`src/rtl/decode_pkg.sv`:
```
// rtl/decode_pkg.sv - decode-stage shared types
package decode_pkg;

    typedef logic [31:0] inst_t;

endpackage

```
`src/rtl/instruction_fetch_pkg.sv`:
```
// rtl/instruction_fetch_pkg.sv - fetch-stage shared types and constants
package instruction_fetch_pkg;

    localparam int unsigned FETCH_XLEN = 32;
    localparam int unsigned INST_BYTES = 4;

    typedef enum logic {
        FETCH_RUN   = 1'b0,
        FETCH_DRAIN = 1'b1
    } fetch_state_e;

    typedef struct packed {
        logic [FETCH_XLEN-1:0] pc;
        decode_pkg::inst_t     inst;
    } fetch_entry_t;

endpackage

```
`src/rtl/fetch_queue.sv`:
```
// rtl/fetch_queue.sv - small synchronous FIFO with flush, count, full and empty
module fetch_queue
    import instruction_fetch_pkg::*;
#(
    parameter int unsigned DEPTH = 2,
    parameter type T = fetch_entry_t,
    localparam int unsigned AW = (DEPTH > 1) ? $clog2(DEPTH) : 1,
    localparam int unsigned CW = $clog2(DEPTH) + 1
) (
    input  logic          clk_i,
    input  logic          rst_ni,
    input  logic          flush_i,
    input  logic          push_i,
    input  T              wdata_i,
    input  logic          pop_i,
    output T              rdata_o,
    output logic [CW-1:0] count_o,
    output logic          full_o,
    output logic          empty_o
);

    T              mem_q [DEPTH];
    logic [AW-1:0] wr_ptr_q;
    logic [AW-1:0] rd_ptr_q;
    logic [CW-1:0] count_q;
    logic          do_push;
    logic          do_pop;

    // A pop frees a slot in the same cycle, so push+pop is legal even when full.
    assign empty_o = (count_q == '0);
    assign full_o  = (count_q == CW'(DEPTH));
    assign do_pop  = pop_i & ~empty_o;
    assign do_push = push_i & (~full_o | do_pop);
    assign rdata_o = mem_q[rd_ptr_q];
    assign count_o = count_q;

    // Storage and pointers; DEPTH is a power of two so pointers wrap naturally.
    always_ff @(posedge clk_i or negedge rst_ni) begin
        if (!rst_ni) begin
            wr_ptr_q <= '0;
            rd_ptr_q <= '0;
            count_q  <= '0;
            for (int i = 0; i < DEPTH; i++) begin
                mem_q[i] <= '0;
            end
        end else if (flush_i) begin
            wr_ptr_q <= '0;
            rd_ptr_q <= '0;
            count_q  <= '0;
        end else begin
            if (do_push) begin
                mem_q[wr_ptr_q] <= wdata_i;
                wr_ptr_q        <= wr_ptr_q + 1'b1;
            end
            if (do_pop) begin
                rd_ptr_q <= rd_ptr_q + 1'b1;
            end
            count_q <= count_q + CW'(do_push) - CW'(do_pop);
        end
    end

    a_no_overflow: assert property (@(posedge clk_i) disable iff (!rst_ni)
        !(push_i && full_o && !do_pop && !flush_i));

endmodule

```
`src/rtl/instruction_fetch.sv`:
```
// rtl/instruction_fetch.sv - PC owner, imem request issue, fetch queue to decode, redirect handling
module instruction_fetch
    import instruction_fetch_pkg::*;
#(
    parameter int unsigned     XLEN        = FETCH_XLEN,
    parameter logic [XLEN-1:0] RESET_PC    = XLEN'(32'h0000_0000),
    parameter int unsigned     QUEUE_DEPTH = 2
) (
    input  logic              clk_i,
    input  logic              rst_ni,
    input  logic              redirect_i,
    input  logic [XLEN-1:0]   redirect_pc_i,
    output logic              imem_req_valid_o,
    input  logic              imem_req_ready_i,
    output logic [XLEN-1:0]   imem_req_addr_o,
    input  logic              imem_rsp_valid_i,
    input  logic [31:0]       imem_rsp_data_i,
    output logic              inst_valid_o,
    input  logic              inst_ready_i,
    output decode_pkg::inst_t inst_o,
    output logic [XLEN-1:0]   pc_o
);

    localparam int unsigned CW = $clog2(QUEUE_DEPTH) + 1;
    localparam logic [CW:0] SLOTS = (CW + 1)'(QUEUE_DEPTH);

    fetch_state_e    state_q, state_d;
    logic [XLEN-1:0] pc_q, pc_d;
    logic [CW-1:0]   inflight_q, inflight_d;
    logic [CW-1:0]   drop_cnt_q, drop_cnt_d;

    logic            req_valid;
    logic            req_fire;
    logic            rsp_keep;
    logic [CW:0]     used_slots;

    fetch_entry_t    q_wdata;
    fetch_entry_t    q_head;
    logic [CW-1:0]   q_count;
    logic            q_full;
    logic            q_empty;

    logic [XLEN-1:0] pcq_head;
    logic [CW-1:0]   pcq_count;
    logic            pcq_full;
    logic            pcq_empty;
    logic            unused_status;

    // Credits cover queued plus in-flight fetches, so a response always has a slot.
    assign used_slots = {1'b0, q_count} + {1'b0, inflight_q};
    assign req_valid  = rst_ni & (state_q == FETCH_RUN) & ~redirect_i & (used_slots < SLOTS);
    assign req_fire   = req_valid & imem_req_ready_i;
    assign rsp_keep   = imem_rsp_valid_i & (state_q == FETCH_RUN) & ~redirect_i;

    assign imem_req_valid_o = req_valid;
    assign imem_req_addr_o  = pc_q;

    assign q_wdata.pc   = pcq_head;
    assign q_wdata.inst = imem_rsp_data_i;

    assign inst_valid_o = ~q_empty & ~redirect_i;
    assign inst_o       = q_head.inst;
    assign pc_o         = q_head.pc;

    assign unused_status = ^{q_full, pcq_count, pcq_full, pcq_empty};

    fetch_queue #(
        .DEPTH (QUEUE_DEPTH),
        .T     (fetch_entry_t)
    ) u_payload_q (
        .clk_i   (clk_i),
        .rst_ni  (rst_ni),
        .flush_i (redirect_i),
        .push_i  (rsp_keep),
        .wdata_i (q_wdata),
        .pop_i   (inst_valid_o & inst_ready_i),
        .rdata_o (q_head),
        .count_o (q_count),
        .full_o  (q_full),
        .empty_o (q_empty)
    );

    fetch_queue #(
        .DEPTH (QUEUE_DEPTH),
        .T     (logic [XLEN-1:0])
    ) u_pc_q (
        .clk_i   (clk_i),
        .rst_ni  (rst_ni),
        .flush_i (redirect_i),
        .push_i  (req_fire),
        .wdata_i (pc_q),
        .pop_i   (rsp_keep),
        .rdata_o (pcq_head),
        .count_o (pcq_count),
        .full_o  (pcq_full),
        .empty_o (pcq_empty)
    );

    // Next-state: PC advance, in-flight tracking, and stale-response drain control.
    always_comb begin
        state_d    = state_q;
        pc_d       = pc_q;
        drop_cnt_d = drop_cnt_q;
        inflight_d = inflight_q + CW'(req_fire) - CW'(imem_rsp_valid_i);
        if (req_fire) begin
            pc_d = pc_q + XLEN'(INST_BYTES);
        end
        case (state_q)
            FETCH_RUN: begin
                if (redirect_i) begin
                    drop_cnt_d = inflight_q - CW'(imem_rsp_valid_i);
                    if (drop_cnt_d != '0) begin
                        state_d = FETCH_DRAIN;
                    end
                end
            end
            FETCH_DRAIN: begin
                if (imem_rsp_valid_i) begin
                    drop_cnt_d = drop_cnt_q - CW'(1);
                    if (drop_cnt_q == CW'(1)) begin
                        state_d = FETCH_RUN;
                    end
                end
            end
            default: state_d = FETCH_RUN;
        endcase
        if (redirect_i) begin
            pc_d = {redirect_pc_i[XLEN-1:2], 2'b00};
        end
    end

    // State register.
    always_ff @(posedge clk_i or negedge rst_ni) begin
        if (!rst_ni) begin
            state_q    <= FETCH_RUN;
            pc_q       <= RESET_PC;
            inflight_q <= '0;
            drop_cnt_q <= '0;
        end else begin
            state_q    <= state_d;
            pc_q       <= pc_d;
            inflight_q <= inflight_d;
            drop_cnt_q <= drop_cnt_d;
        end
    end

    a_rsp_has_owner: assert property (@(posedge clk_i) disable iff (!rst_ni)
        !(imem_rsp_valid_i && inflight_q == '0));

endmodule

```
`config.mk`:
```
export PLATFORM = sky130hd
export DESIGN_NAME = instruction_fetch
export DESIGN_NICKNAME = d
export VERILOG_FILES = /design/src/rtl/decode_pkg.sv /design/src/rtl/instruction_fetch_pkg.sv /design/src/rtl/fetch_queue.sv /design/src/rtl/instruction_fetch.sv
export SDC_FILE = /design/constraint.sdc
export NUM_CORES = 1
export LEC_CHECK = 0
export ABC_AREA = 1
export CORE_AREA = 5 5 198 200
export CTS_CLUSTER_DIAMETER = 120
export DETAILED_ROUTE_END_ITERATION = 6
export DIE_AREA = 0 0 203 205
export HOLD_SLACK_MARGIN = 0.02
export PLACE_DENSITY = 0.46
export REMOVE_ABC_BUFFERS = 1
export SLEW_MARGIN = 10
export SYNTH_ARGS = -nofsm -noshare
export SYNTH_HDL_FRONTEND = slang
export SYNTH_SLANG_ARGS = --single-unit
```
`constraint.sdc`:
```
create_clock -name clk_i -period 2.4 [get_ports clk_i]
set_input_delay 0.48 -clock clk_i [delete_from_list [all_inputs] [get_ports clk_i]]
set_output_delay 0.48 -clock clk_i [all_outputs]
set_load 0.01 [all_outputs]
```
==> results.cfg <==
[logic_synthesis]
syn_inst = 1248
syn-cell-area_sq_mm = 0.0110
ys_types = 35
synth_ff_type = dfrtp_1
avgSynthCellArea_sq_um = 8.81
yosysMostFrequentCell = nand2_1
yosysWarnings = 0
synthTopCellsByArea = dfrtp_1 52%, nand2_1 13%, mux2_2 8.1%, nand3_1 5.2%, o21ai_0 4.4%
async_reset_ff_share_pct = 100
yosys.area.top_type_share_pct = 51.7
synth_commonest_cells = 392 x nand2_1, 227 x dfrtp_1, 114 x nand3_1
synth_area_leader_cell = dfrtp_1
synth_edf_count = 0
yosysSeqAreaShare_pct = 51.7
synth_seq_cells = 227

[pwr]
ir_worst_vdd_v = 0.000493
total_power_uw = 15300
cellLeakagePower_uw = 0.00709
p_per_area_mw_per_mm2 = 1050

[cells_and_area]
fin_area_sq_mm = 0.0145
antenna_cells = 0
regArea_sq_mm = 0.00568
area_delta_synth_final_pct = 32.3
drive_above_1_share_pct = 18.1
final_util_pct = 39.1
nFillCells = 3833
nNetsFinal = 1508
multiInputGateArea_sq_mm = 0.00453

[grt]
grtUsageTotal_pct = 15.8
grt_pass1_wl_um = 52100
grt_pass1_vias = 8985
grt_overflow_total = 0
antenna_found_initial = 0
grt_max_degree = 133

[worst_setup_path]
critical_path_required_ns = 1.92
worst-path-max-fanout = 5
start_kind = flip-flop
cp.arrival_ns = 1.90
cp-end-kind = output port
crit_type = reg2out
reg2reg_from = inflight_q[0]$_DFF_PN0_
r2r_slack_ns = 0.25
worstRegToRegCells = 11
r2r-end = u_pc_q.mem_q[22]$_DFFE_PN0P_
crit_end = pc_o[24]
crit_start = u_payload_q.rd_ptr_q$_DFFE_PN0P_

[cts]
clock_latency_ns = 0.53
htree_num_levels = 1
cts.path.max_buffers = 3
cts_tree = done
clkTransAtPathRegs_ns = 0.06
cts_sinks = 227
cts_buffers = 27
cts_root_buffer = clkbuf_16

[sta]
max-slew-margin-rel_pct = 48.7
hold_viol = 0
tightest_slew_ns = 0.769
skew_ns = 0.0123
setup_violations = 0
finalCritPeriodShare_pct = 99.1
fmax_ghz = 0.421
rsz0062_at_grt = yes
worst_slack_ns = 0.0225
layout_min_cycle_time_ns = 2.38
final_max_slew_viol_count = 0
tns_ns = 0

[placement]
placed_area_sq_mm = 0.0132
port-buffer-count = 161
dp_slack_ns = -0.0709
dp_hpwl_um = 21600
place.gp.congestion = 0.803

[floorplan]
num_io_pins = 168
coreArea_sq_mm = 0.0372
fp.dieW_um = 203
die_y_um = 205
dieArea_sq_mm = 0.0416
num_rows = 71
initial_utilization_pct = 29.5

[route]
vias = 8645
wire_per_inst_um = 17.0
dr.pass1.iters = 5
first_iter_violations = 446
postRouteAntennaNets = 0
drcViolationCount = 0
drt-total-wl_um = 32700
avgViaCountPerCell = 4.50

[status]
status = finished clean

[worst_hold_path]
hold_path.class = in2async

[flow_run]
maxCapViolCount = 0
==> stage by stage <==
step           hold slack, ns  cells
2_1_floorplan           0.184   1181
3_3_place_gp            0.283   1852
3_5_place_dp            0.282   1852
4_1_cts                 0.352   1920
5_1_grt                 0.366   1922
6_report                0.363   1922
==> where the power goes <==
group / leakage (uW) / internal (uW) / switching (uW) / total (uW)
Clock: 0.000459 / 2620 / 1600 / 4230
Combinational: 0.00366 / 2740 / 2530 / 5280
Sequential: 0.00297 / 5080 / 684 / 5770
Total: 0.00709 / 10500 / 4820 / 15300
==> worst max-delay path, stage by stage (launching register included) <==
cell       delay, ns
dfrtp_4         0.50
buf_12          0.14
buf_12          0.14
clkbuf_16       0.16
mux2_2          0.28
buf_6           0.13
==> cell type report <==
| cell class | count | share of cell area (%) |
|---|---|---|
| sequential | 227 | 39.1 |
| multi-input combinational | 848 | 31.1 |
| timing repair buffer | 218 | 16.6 |
| clock buffer | 41 | 5.56 |
| tap | 474 | 4.08 |
| inverter | 106 | 2.74 |
| clock inverter | 8 | 0.792 |
==> cell families (layout without fill, tap and decap cells) <==
kind of cell	count (synthesis)	after routing	share of synthesized area, %
simple gates	570	570	21.6
flops	227	227	51.7
buf+inv	176	373	7.48
compound gates	161	161	7.69
mux	92	92	9.42
xor+xnor	11	11	0.876
fa+ha+maj	10	10	1.21
other cells	1	4	0.0341
==> registers in the layout, indices dropped and copies added, names as in the netlist <==
register              cells
drop_cnt_q                2
imem_req_addr_o          30
inflight_q                2
state_q                   1
u_payload_q.count_o       2
u_payload_q.mem_q       124
u_payload_q.rd_ptr_q      1
u_payload_q.wr_ptr_q      1
u_pc_q.count_o            2
u_pc_q.mem_q             60
u_pc_q.rd_ptr_q           1
u_pc_q.wr_ptr_q           1
==> worst min-delay path by stage <==
stage / to / slack (ns) / start / cells past startpoint
global placement: state_q$_DFF_PN0_ / 0.28 / rst_ni / 1
global route: inflight_q[0]$_DFF_PN0_ / 0.37 / rst_ni / 2
CTS: inflight_q[0]$_DFF_PN0_ / 0.35 / rst_ni / 2
detailed placement: state_q$_DFF_PN0_ / 0.28 / rst_ni / 1
finish: state_q$_DFF_PN0_ / 0.36 / rst_ni / 2
floorplan: drop_cnt_q[0]$_DFFE_PN0P_ / 0.18 / rst_ni / 0
==> layout by cell type (no fill, tap or decap), types with 2 or more instances in the layout <==
cell / netlist / layout
mux2_2: 79 / 74
clkbuf_16: 0 / 28
xor2_1: 6 / 6
clkdlybuf4s50_1: 0 / 96
clkinv_2: 0 / 5
bufinv_16: 0 / 3
nor2_2: 1 / 2
buf_6: 13 / 49
nand3_4: 3 / 3
conb_1: 1 / 4
buf_2: 18 / 17
clkbuf_8: 0 / 8
nand3_1: 114 / 113
o21ai_0: 97 / 97
nand2_1: 392 / 392
inv_1: 105 / 105
and2_1: 2 / 2
dfrtp_1: 227 / 226
buf_12: 0 / 15
mux2_4: 0 / 5
nor2_1: 48 / 47
clkbuf_1: 25 / 6
nor3_1: 3 / 3
nor2_4: 2 / 2
o21ai_1: 50 / 50
nand3_2: 1 / 2
buf_16: 0 / 9
buf_4: 10 / 28
xnor2_1: 5 / 5
o21ai_2: 5 / 5
ha_1: 9 / 9
mux2_1: 13 / 13
o211ai_1: 7 / 7
==> per-layer routing <==
layer | vias to the layer above | part of all wire (%) | global-route usage, %
met5 | - | 0 | 0
met4 | 0 | 2.5 | 4.66
li1 | 4392 | - | -
met1 | 4026 | 45 | 20.9
met3 | 52 | 5.3 | 3.31
met2 | 175 | 47 | 26.3
==> what timing repair did <==
action	CTS	global route
gates resized for setup	299	38
endpoints found under the hold margin	4	0
pin swaps	2	0
cloned	8	1
setup buffers	11	1
hold buffers	1	0
setup endpoints to repair	64	42
Note: power is estimated with default switching activity, not from simulation.
